### src/rtl/dla_platform_msi_request_pkg.sv
// Shared types and helpers for the platform MSI request block.
package dla_platform_msi_pkg;

    typedef enum logic [1:0] {
        IDLE    = 2'd0,
        REQ     = 2'd1,
        HOLDOFF = 2'd2
    } msi_state_t;

    // Counter width able to hold n-1, never narrower than one bit.
    function automatic int msi_cnt_bits(input int n);
        int b;
        b = $clog2(n);
        return (b < 1) ? 1 : b;
    endfunction

endpackage

### src/rtl/dla_platform_msi_request_if.sv
// MSI request channel toward the PCIe hard IP. o_msi_req rises with a valid vector and stays
// stable until the IP returns a one-cycle i_msi_ack (or the requester abandons it on timeout).
interface dla_platform_msi_request_if #(
    parameter int VECTOR_WIDTH = 5
) ();
    logic                    o_msi_req;
    logic [VECTOR_WIDTH-1:0] o_msi_vector;
    logic                    i_msi_ack;

    modport master (output o_msi_req, output o_msi_vector, input i_msi_ack);
    modport slave  (input o_msi_req, input o_msi_vector, output i_msi_ack);
endinterface

### src/rtl/dla_platform_msi_request_down_timer.sv
// Loadable down counter with zero flag; it stops at zero instead of wrapping.
module dla_platform_msi_down_timer #(
    parameter int WIDTH = 8
) (
    input  logic             clk,
    input  logic             i_sclr,
    input  logic             i_load,
    input  logic [WIDTH-1:0] i_load_val,
    input  logic             i_dec,
    output logic             o_zero
);
    logic [WIDTH-1:0] cnt_q;

    always_ff @(posedge clk) begin
        if (i_sclr) begin
            cnt_q <= '0;
        end else if (i_load) begin
            cnt_q <= i_load_val;
        end else if (i_dec && (cnt_q != '0)) begin
            cnt_q <= cnt_q - WIDTH'(1);
        end
    end

    assign o_zero = (cnt_q == '0);
endmodule

### src/rtl/dla_platform_msi_request.sv
// Turns rising edges of the retried interrupt level into single MSI req/ack transactions.
// Optional statistics counters are built when DLA_PLATFORM_MSI_STATS_EN is defined.
module dla_platform_msi_request
    import dla_platform_msi_pkg::*;
#(
    parameter int MSI_VECTOR     = 0,
    parameter int VECTOR_WIDTH   = 5,
    parameter int HOLDOFF_CYCLES = 256,
    parameter int ACK_TIMEOUT    = 4096,
    parameter int STATS_WIDTH    = 32
) (
    input  logic                   clk,
    input  logic                   i_sclr,
    input  logic                   i_interrupt_level,
    input  logic                   i_msi_enable,
    dla_platform_msi_request_if.master msi,
    output logic                   o_ack_timeout,
    output logic                   o_error,
`ifdef DLA_PLATFORM_MSI_STATS_EN
    output logic [STATS_WIDTH-1:0] o_msi_sent_count,
    output logic [STATS_WIDTH-1:0] o_coalesced_count,
`endif
    output msi_state_t             o_dbg_state
);
    localparam int TO_W = msi_cnt_bits(ACK_TIMEOUT);
    localparam int HO_W = msi_cnt_bits(HOLDOFF_CYCLES);
    localparam logic [TO_W-1:0] TO_LOAD = TO_W'(ACK_TIMEOUT - 1);
    localparam logic [HO_W-1:0] HO_LOAD = HO_W'(HOLDOFF_CYCLES - 1);
    localparam logic [VECTOR_WIDTH-1:0] VEC = VECTOR_WIDTH'(MSI_VECTOR);

    generate
        if (HOLDOFF_CYCLES < 1) begin : g_bad_holdoff
            $error("HOLDOFF_CYCLES must be >= 1");
        end
        if (ACK_TIMEOUT < 2) begin : g_bad_timeout
            $error("ACK_TIMEOUT must be >= 2");
        end
        if (STATS_WIDTH < 1) begin : g_bad_stats
            $error("STATS_WIDTH must be >= 1");
        end
    endgenerate

    msi_state_t              state_q;
    logic                    lvl_q;
    logic                    lvl_prev_q;
    logic                    pending_q;
    logic                    req_q;
    logic [VECTOR_WIDTH-1:0] vec_q;
    logic                    timeout_q;
    logic                    error_q;

    logic rise;
    logic start;
    logic ack_take;
    logic to_zero;
    logic to_expire;
    logic ho_zero;

    assign rise      = lvl_q & ~lvl_prev_q;
    assign start     = (state_q == IDLE) & (rise | pending_q) & i_msi_enable;
    assign ack_take  = (state_q == REQ) & msi.i_msi_ack;
    // Ack beats an expiring timer in the same cycle.
    assign to_expire = (state_q == REQ) & ~msi.i_msi_ack & to_zero;

    dla_platform_msi_down_timer #(.WIDTH(TO_W)) u_ack_timer (
        .clk        (clk),
        .i_sclr     (i_sclr),
        .i_load     (start),
        .i_load_val (TO_LOAD),
        .i_dec      ((state_q == REQ) & ~msi.i_msi_ack),
        .o_zero     (to_zero)
    );

    dla_platform_msi_down_timer #(.WIDTH(HO_W)) u_holdoff_timer (
        .clk        (clk),
        .i_sclr     (i_sclr),
        .i_load     (ack_take | to_expire),
        .i_load_val (HO_LOAD),
        .i_dec      (state_q == HOLDOFF),
        .o_zero     (ho_zero)
    );

    always_ff @(posedge clk) begin
        if (i_sclr) begin
            state_q    <= IDLE;
            lvl_q      <= 1'b0;
            lvl_prev_q <= 1'b0;
            pending_q  <= 1'b0;
            req_q      <= 1'b0;
            vec_q      <= '0;
            timeout_q  <= 1'b0;
            error_q    <= 1'b0;
        end else begin
            lvl_q      <= i_interrupt_level;
            lvl_prev_q <= lvl_q;
            timeout_q  <= 1'b0;
            case (state_q)
                IDLE: begin
                    if (start) begin
                        state_q   <= REQ;
                        req_q     <= 1'b1;
                        vec_q     <= VEC;
                        pending_q <= 1'b0;
                    end else if (rise) begin
                        pending_q <= 1'b1;
                    end
                end
                REQ: begin
                    if (rise) pending_q <= 1'b1;
                    if (ack_take || to_expire) begin
                        state_q <= HOLDOFF;
                        req_q   <= 1'b0;
                        vec_q   <= '0;
                    end
                    // Abandoned attempt: the retry stage upstream will raise the level again.
                    if (to_expire) begin
                        timeout_q <= 1'b1;
                        error_q   <= 1'b1;
                    end
                end
                HOLDOFF: begin
                    if (rise) pending_q <= 1'b1;
                    if (ho_zero) state_q <= IDLE;
                end
                default: state_q <= IDLE;
            endcase
        end
    end

`ifdef DLA_PLATFORM_MSI_STATS_EN
    logic [STATS_WIDTH-1:0] sent_q;
    logic [STATS_WIDTH-1:0] coal_q;
    logic                   coal_ev;

    // A rise is folded into another request whenever one is already owed or in flight.
    assign coal_ev = rise & (pending_q | (state_q != IDLE));

    always_ff @(posedge clk) begin
        if (i_sclr) begin
            sent_q <= '0;
            coal_q <= '0;
        end else begin
            if (ack_take && (sent_q != '1)) sent_q <= sent_q + STATS_WIDTH'(1);
            if (coal_ev && (coal_q != '1)) coal_q <= coal_q + STATS_WIDTH'(1);
        end
    end

    assign o_msi_sent_count  = sent_q;
    assign o_coalesced_count = coal_q;
`endif

    assign msi.o_msi_req    = req_q;
    assign msi.o_msi_vector = vec_q;
    assign o_ack_timeout    = timeout_q;
    assign o_error          = error_q;
    assign o_dbg_state      = state_q;
endmodule

### src/flat_wrapper.sv
// flat-port wrapper written by rule: the top's interface ports become plain ports
module dla_platform_msi_request_flat import dla_platform_msi_pkg::*;
#(
    parameter int MSI_VECTOR     = 0,
    parameter int VECTOR_WIDTH   = 5,
    parameter int HOLDOFF_CYCLES = 256,
    parameter int ACK_TIMEOUT    = 4096,
    parameter int STATS_WIDTH    = 32
)
  (clk, i_sclr, i_interrupt_level, i_msi_enable, o_ack_timeout, o_error, o_dbg_state, msi_o_msi_req, msi_o_msi_vector, msi_i_msi_ack);
  dla_platform_msi_request_if #(.VECTOR_WIDTH(VECTOR_WIDTH)) msi_i ();
  input  logic clk;
  input  logic i_sclr;
  input  logic i_interrupt_level;
  input  logic i_msi_enable;
  output logic o_ack_timeout;
  output logic o_error;
  output msi_state_t o_dbg_state;
  output wire logic [$bits(msi_i.o_msi_req)-1:0] msi_o_msi_req;
  output wire logic [$bits(msi_i.o_msi_vector)-1:0] msi_o_msi_vector;
  input wire logic [$bits(msi_i.i_msi_ack)-1:0] msi_i_msi_ack;
  assign msi_o_msi_req = msi_i.o_msi_req;
  assign msi_o_msi_vector = msi_i.o_msi_vector;
  assign msi_i.i_msi_ack = msi_i_msi_ack;
  dla_platform_msi_request #(.MSI_VECTOR(MSI_VECTOR), .VECTOR_WIDTH(VECTOR_WIDTH), .HOLDOFF_CYCLES(HOLDOFF_CYCLES), .ACK_TIMEOUT(ACK_TIMEOUT), .STATS_WIDTH(STATS_WIDTH)) u_core (.clk(clk), .i_sclr(i_sclr), .i_interrupt_level(i_interrupt_level), .i_msi_enable(i_msi_enable), .msi(msi_i), .o_ack_timeout(o_ack_timeout), .o_error(o_error), .o_dbg_state(o_dbg_state));
endmodule
### config.mk
export PLATFORM = sky130hd
export DESIGN_NAME = dla_platform_msi_request_flat
export DESIGN_NICKNAME = d
export VERILOG_FILES = /design/src/rtl/dla_platform_msi_request_pkg.sv /design/src/rtl/dla_platform_msi_request_if.sv /design/src/rtl/dla_platform_msi_request_down_timer.sv /design/src/rtl/dla_platform_msi_request.sv /design/src/flat_wrapper.sv
export SDC_FILE = /design/constraint.sdc
export NUM_CORES = 1
export LEC_CHECK = 0
export CAP_MARGIN = 40
export CORE_ASPECT_RATIO = 2
export CORE_MARGIN = 3
export CORE_UTILIZATION = 45
export CTS_CLUSTER_DIAMETER = 100
export DETAILED_ROUTE_END_ITERATION = 12
export PLACE_DENSITY = 0.76
export SYNTH_ARGS = -nofsm -noshare
export SYNTH_HDL_FRONTEND = slang
export SYNTH_SLANG_ARGS = --single-unit
### constraint.sdc
create_clock -name clk -period 3.22 [get_ports clk]
set_input_delay 0.644 -clock clk [delete_from_list [all_inputs] [get_ports clk]]
set_output_delay 0.644 -clock clk [all_outputs]
set_load 0.01 [all_outputs]
==> impl_metrics.csv, run 1 <==
group,metric,value,unit
outcome,outcome,"finished, final reports clean",
sta,final_max_slew_viol_count,0,
floorplan,die_area,4230,um2
sta,rsz0062_at_grt,"false",
yosys,async_flop_share,0,%
worst_setup_path,critical_path.reg2reg.endpoint,"u_core.o_dbg_state[1]$_SDFFE_PP0P_",
yosys,synth_seq_area_share,36.1,%
finish,layout-area-overhead-vs-synth,10.3,%
cts,clock_sinks,28,
worst_setup_path,setup.worst_path.start_class,"primary input",
routing,drcViolationCount,0,
place,placed_area,1640,um2
routing,drt-wirelength-per-cell,15.4,um
hold_path,min_from,"u_core.lvl_q$_SDFF_PP0_",
cts,cts_hold_repair.buffers,0,
power,power_leakage,0.626,nW
worst_setup_path,critical_path_peak_fanout,7,
worst_setup_path,cp.arrival,2.43,ns
finish,finish.cell_count_without_fillers,205,
hold_path,hold-path-cell-count,1,
cts,cts_tree,"done",
cts,clock_latency,0.28,ns
worst_setup_path,worstSetupPathType,"in2reg",
cts,cts_max_path_buffers,2,
yosys,synth_enable_flop_cells,0,
floorplan,initial_utilization,48.0,%
global_route,grt_util_all_layers,17.1,%
finish,most_common_cell_after_layout_fill_and_taps_aside,"sky130_fd_sc_hd__dfxtp_1",
floorplan,io_pins,15,
sta,slew_headroom,64.7,%
global_route,grt_max_degree,17,
power,irDropWorstVdd,0.000322,V
sta,fmaxAchievable,0.452,GHz
power,total_power,923,uW
floorplan,die_ht,89.0,um
finish,final_instance_area,1710,um2
worst_setup_path,worstPathRequired,3.43,ns
sta,tightest_slew,0.527,ns
yosys,post_synth_inst_count,167,
place,port-buffer-count,9,
yosys,synth-seq-cells,28,
floorplan,row_count,29,
sta,fin_crit_sh,68.7,%
sta,finalCriticalPeriod,2.21,ns
routing,drt-total-wl,3150,um
hold_path,timing.hold.worst.class,"reg2reg",
yosys,yosys.cell_types.count,53,
cts,post_cts.repair.setup_buffers,0,
yosys,synth_top_flop_cell,"sky130_fd_sc_hd__dfxtp_1",
yosys,yosys_warnings,0,
worst_setup_path,endpoint_kind,"flip-flop",
routing,final_antenna_net_count,0,
cts,htree_levels,1,
routing,viasPerCell,6.23,
global_route,global_route.overflow_total,0,
power,powerDensity,539,nW/um2
floorplan,floorplan.die.width,47.5,um
routing,route.vias.total,1277,
floorplan,fp.coreArea,3230,um2
sta,finalSetupViolations,0,
place,post-dp-hpwl,2450,um
finish,design.final.nets,189,
finish,diodes,0,
routing,firstDrtPassIters,5,
global_route,via_count_of_the_first_global_routing_pass,1245,
global_route,grt_first_pass_wirelength,5260,um
sta,fin_worst_skew,0.00428,ns
place,globalplace.congestion,0.930,
finish,largest_register_ffs,12,
worst_setup_path,r2r_start,"u_core.u_ack_timer.cnt_q[0]$_SDFFE_PP0P_",
finish,drive_above_1_share,10.9,%
finish,mostFrequentLayoutCells,"28 x sky130_fd_sc_hd__dfxtp_1, 16 x sky130_fd_sc_hd__a21oi_1, 9 x sky130_fd_sc_hd__ha_1, 9 x sky130_fd_sc_hd__clkdlybuf4s50_1, 8 x sky130_fd_sc_hd__inv_1",
hold_path,holdPathEnd,"u_core.lvl_prev_q$_SDFF_PP0_",
routing,drt_iter0_markers,25,
finish,fill_cells,289,
worst_setup_path,register_to_register_path_setup_slack,1.13,ns
yosys,mappedNetlistArea,1550,um2
sta,timing.setup.tns,0,ns
cts,postCtsResizedCells,0,
place,dp.cells,201,
yosys,synth_area_per_cell,9.29,um2
cts,root_buffer,"sky130_fd_sc_hd__clkbuf_8",
global_route,antenna_found_initial,0,
worst_setup_path,rr_worst_depth,6,
cts,cts.reportedPaths.clkPinSlew,0.09,ns
sta,hold_violations,0,
cts,cts_buffers,3,
finish,max_flop_register,"u_core.u_ack_timer.cnt_q",
run,maxCapViolCount,0,
[synthesized netlist by cell type, types with 2 or more instances]
cell type / count / share of area (%)
sky130_fd_sc_hd__inv_1: 8 / 1.9
sky130_fd_sc_hd__nand2_1: 4 / 0.97
sky130_fd_sc_hd__nor3_1: 7 / 2.3
sky130_fd_sc_hd__ha_1: 9 / 7.3
sky130_fd_sc_hd__buf_4: 6 / 2.9
sky130_fd_sc_hd__nor2_1: 7 / 1.7
sky130_fd_sc_hd__nand3_1: 3 / 0.97
sky130_fd_sc_hd__nor4_1: 3 / 1.2
sky130_fd_sc_hd__a211oi_1: 5 / 2.4
sky130_fd_sc_hd__clkbuf_1: 4 / 0.97
sky130_fd_sc_hd__dfxtp_1: 28 / 36
sky130_fd_sc_hd__xnor2_1: 3 / 1.7
sky130_fd_sc_hd__a311oi_1: 3 / 1.7
sky130_fd_sc_hd__a21oi_1: 16 / 5.2
sky130_fd_sc_hd__a31oi_1: 6 / 2.4
sky130_fd_sc_hd__and2_1: 2 / 0.81
sky130_fd_sc_hd__o211a_1: 2 / 1.3
sky130_fd_sc_hd__o21ai_0: 4 / 1.3
sky130_fd_sc_hd__nor2b_1: 4 / 1.6
sky130_fd_sc_hd__or3_1: 4 / 1.6
sky130_fd_sc_hd__o31ai_1: 2 / 0.97
sky130_fd_sc_hd__mux2i_1: 3 / 1.9
sky130_fd_sc_hd__buf_2: 2 / 0.65
sky130_fd_sc_hd__or4_1: 3 / 1.5
[layout make-up]
class	instances	area (um2)	area share, %
Clock inverter	1	30.0	1.75
Tap cell	31	38.8	2.27
Timing Repair Buffer	11	105	6.14
Sequential cell	28	561	32.7
Multi-Input combinational cell	123	906	52.9
Inverter	8	30.0	1.75
Clock buffer	3	41.3	2.41
[where the power goes]
| group | switching [mW] | internal, mW | total [mW] |
|---|---|---|---|
| sequential | 0.0364 | 0.379 | 0.415 |
| clock | 0.110 | 0.167 | 0.277 |
| combinational | 0.130 | 0.100 | 0.231 |
| total | 0.277 | 0.646 | 0.923 |
[layer usage]
metal  up-vias  GRT usage [%]  wire length (um)
met3         9           2.02                93
met5         -              0                 0
met1       609           17.1              1190
met2        27           30.9              1780
li1        632              -                 -
met4         0           10.1                87
[worst max-delay path, cell delays in order]
cell and delay [ns]:
sky130_fd_sc_hd__clkdlybuf4s50_1 0.48, sky130_fd_sc_hd__nand2b_2 0.27, sky130_fd_sc_hd__or4_4 0.45, sky130_fd_sc_hd__or4_1 0.41, sky130_fd_sc_hd__a31oi_1 0.18
[logic make-up after synthesis]
group | share of synthesized area [%]
xor gates and xnor gates | 2.26
DFF | 36.1
buffers and inverters | 6.45
and+or+nand+nor | 23.1
other | 0.242
muxes | 2.66
AOI/OAI and AO/OA | 21.9
adders and majority gates | 7.26
[worst max path at each step]
stage | startpoint | end | slack [ns]
2_1_floorplan | msi_i_msi_ack | u_core.u_ack_timer.cnt_q[5]$_SDFFE_PP0P_ | 1.34
4_1_cts | msi_i_msi_ack | u_core.u_ack_timer.cnt_q[5]$_SDFFE_PP0P_ | 1.01
3_3_place_gp | msi_i_msi_ack | u_core.u_ack_timer.cnt_q[5]$_SDFFE_PP0P_ | 0.80
6_report | msi_i_msi_ack | u_core.u_ack_timer.cnt_q[5]$_SDFFE_PP0P_ | 1.01
5_1_grt | msi_i_msi_ack | u_core.u_ack_timer.cnt_q[5]$_SDFFE_PP0P_ | 0.92
3_5_place_dp | msi_i_msi_ack | u_core.u_ack_timer.cnt_q[5]$_SDFFE_PP0P_ | 0.70
[stage by stage]
stage	utilization [%]	setup slack [ns]	hold slack [ns]
2_1_floorplan	-	1.34	0.430
3_3_place_gp	50.6	0.797	0.441
3_5_place_dp	50.8	0.705	0.453
4_1_cts	53.0	1.01	0.471
5_1_grt	53.0	0.923	0.494
6_report	53.0	1.01	0.469
(Power assumes the default switching activity.)
==> inputs of run 2 (changes only) <==
==> constraint.sdc (replaced) <==
create_clock -name clk -period 2.3 [get_ports clk]
set_input_delay 0.46 -clock clk [delete_from_list [all_inputs] [get_ports clk]]
set_output_delay 0.46 -clock clk [all_outputs]
set_load 0.01 [all_outputs]
==> impl_metrics.csv, run 2 (same netlist as run 1, synthesis figures left out) <==
group,metric,value,unit
sta,timing.setup.tns,0,ns
sta,postLayoutSetupSlackWorst,0.230,ns
sta,rsz0062_at_grt,"false",
sta,finalHoldWorstSlack,0.467,ns
cts,clock_sinks,28,
place,post-dp-hpwl,2410,um
place,pre_cts_slack,0.0473,ns
sta,fin_worst_skew,0.00317,ns
cts,cts_tree,"done",
floorplan,row_count,29,
routing,drt_iter0_markers,28,
worst_setup_path,worstPathRequired,2.51,ns
sta,finalCriticalPeriod,2.07,ns
worst_setup_path,setup.worst_path.start_class,"flip-flop",
place,globalplace.congestion,0.850,
sta,tightest_slew,0.517,ns
cts,cts_buffers,3,
finish,largest_register_ffs,12,
cts,postCtsResizedCells,0,
cts,root_buffer,"sky130_fd_sc_hd__clkbuf_8",
floorplan,fp.coreArea,3230,um2
worst_setup_path,crit_path_max_incr_delay,0.50,ns
routing,final_antenna_net_count,0,
finish,diodes,0,
cts,htree_levels,1,
finish,mostFrequentLayoutCells,"28 x sky130_fd_sc_hd__dfxtp_1, 16 x sky130_fd_sc_hd__a21oi_1, 9 x sky130_fd_sc_hd__ha_1, 9 x sky130_fd_sc_hd__clkdlybuf4s50_1, 8 x sky130_fd_sc_hd__inv_1",
hold_path,timing.hold.worst.class,"reg2reg",
worst_setup_path,path_cells,"nor4_4, nand4bb_1, a221oi_2, mux2i_1",
routing,drt-total-wl,3180,um
cts,cts.reportedPaths.clkPinSlew,0.09,ns
worst_setup_path,critical_path_peak_fanout,11,
global_route,grt_util_all_layers,16.3,%
finish,layout.area.seq,561,um2
power,power_leakage,0.616,nW
floorplan,floorplan.die.width,47.5,um
floorplan,die_ht,89.0,um
routing,route.vias.total,1280,
global_route,grt_first_pass_wirelength,5150,um
sta,finalSetupViolations,0,
finish,fill_cells,302,
sta,hold_violations,0,
power,irDropWorstVdd,0.000441,V
cts,cts_max_path_buffers,2,
routing,drcViolationCount,0,
floorplan,io_pins,15,
outcome,outcome,"finished, final reports clean",
floorplan,die_area,4230,um2
sta,final_max_slew_viol_count,0,
cts,post_cts.repair.setup_buffers,0,
global_route,global_route.overflow_total,0,
global_route,grt_max_degree,17,
finish,finish.cell_count_without_fillers,205,
worst_setup_path,worstSetupPathType,"reg2reg",
power,powerDensity,689,nW/um2
place,port-buffer-count,9,
sta,fmaxAchievable,0.483,GHz
worst_setup_path,crit_path_top_delay_cell,"sky130_fd_sc_hd__nand4bb_1",
global_route,via_count_of_the_first_global_routing_pass,1262,
finish,drive_above_1_share,10.9,%
global_route,antenna_found_initial,0,
routing,firstDrtPassIters,4,
worst_setup_path,cp.arrival,2.28,ns
finish,most_common_cell_after_layout_fill_and_taps_aside,"sky130_fd_sc_hd__dfxtp_1",
finish,fin_util,52.3,%
floorplan,initial_utilization,48.0,%
cts,cts_hold_repair.buffers,0,
place,dp.cells,202,
worst_setup_path,endpoint_kind,"flip-flop",
sta,fin_crit_sh,90.0,%
cts,clock_latency,0.27,ns
finish,max_flop_register,"u_core.u_ack_timer.cnt_q",
finish,layout-area-overhead-vs-synth,8.87,%
routing,viasPerCell,6.24,
sta,slew_headroom,65.3,%
run,maxCapViolCount,0,
finish,multiInputGateArea,906,um2
routing,drt-wirelength-per-cell,15.5,um
finish,design.final.nets,190,
[run 2: report_power, final]
| group | internal, mW | switching [mW] |
|---|---|---|
| sequential | 0.530 | 0.0513 |
| combinational | 0.141 | 0.181 |
| clock | 0.118 | 0.143 |
| total | 0.789 | 0.375 |
[run 2: path summary, 6_finish.rpt]
path,from,end,slack (ns),cells after the start
worst max register to register,u_core.u_ack_timer.cnt_q[3]$_SDFFE_PP0P_,u_core.o_dbg_state[1]$_SDFFE_PP0P_,0.23,4
worst max-delay path,u_core.u_ack_timer.cnt_q[3]$_SDFFE_PP0P_,u_core.o_dbg_state[1]$_SDFFE_PP0P_,0.23,4
worst min-delay path,u_core.lvl_q$_SDFF_PP0_,u_core.lvl_prev_q$_SDFF_PP0_,0.47,1
worst min register to register,u_core.lvl_q$_SDFF_PP0_,u_core.lvl_prev_q$_SDFF_PP0_,0.47,1
[run 2: critical path, delay by kind of cell (launching register included)]
kind            cells  cell delay (ns)
simple gates        2             0.96
mux                 1             0.21
compound gates      1             0.48
flops               1             0.36
[run 2: per-stage QoR]
stage               total power, mW  instance area (um2)
floorplan                     0.839                 1570
global placement              0.892                 1650
detailed placement            0.909                 1650
CTS                            1.16                 1690
global route                   1.22                 1690
finish                         1.16                 1690
[run 2: layout make-up]
| cell class | count | share of cell area [%] |
|---|---|---|
| timing repair buffer | 12 | 6.67 |
| multi-input combinational | 123 | 53.6 |
| clock buffer | 3 | 2.44 |
| tap | 31 | 2.30 |
| inverter | 8 | 1.78 |
| sequential | 28 | 33.2 |
[run 2: routing by layer]
| metal | part of all wire [%] | wire length, um | vias to the layer above | track usage (%) |
|---|---|---|---|---|
| li1 | - | - | 625 | - |
| met1 | 36 | 1150 | 615 | 14.7 |
| met2 | 59 | 1870 | 32 | 32.5 |
| met3 | 2.8 | 90 | 8 | 1.41 |
| met4 | 2.2 | 71 | 0 | 7.81 |
| met5 | 0 | 0 | - | 0 |
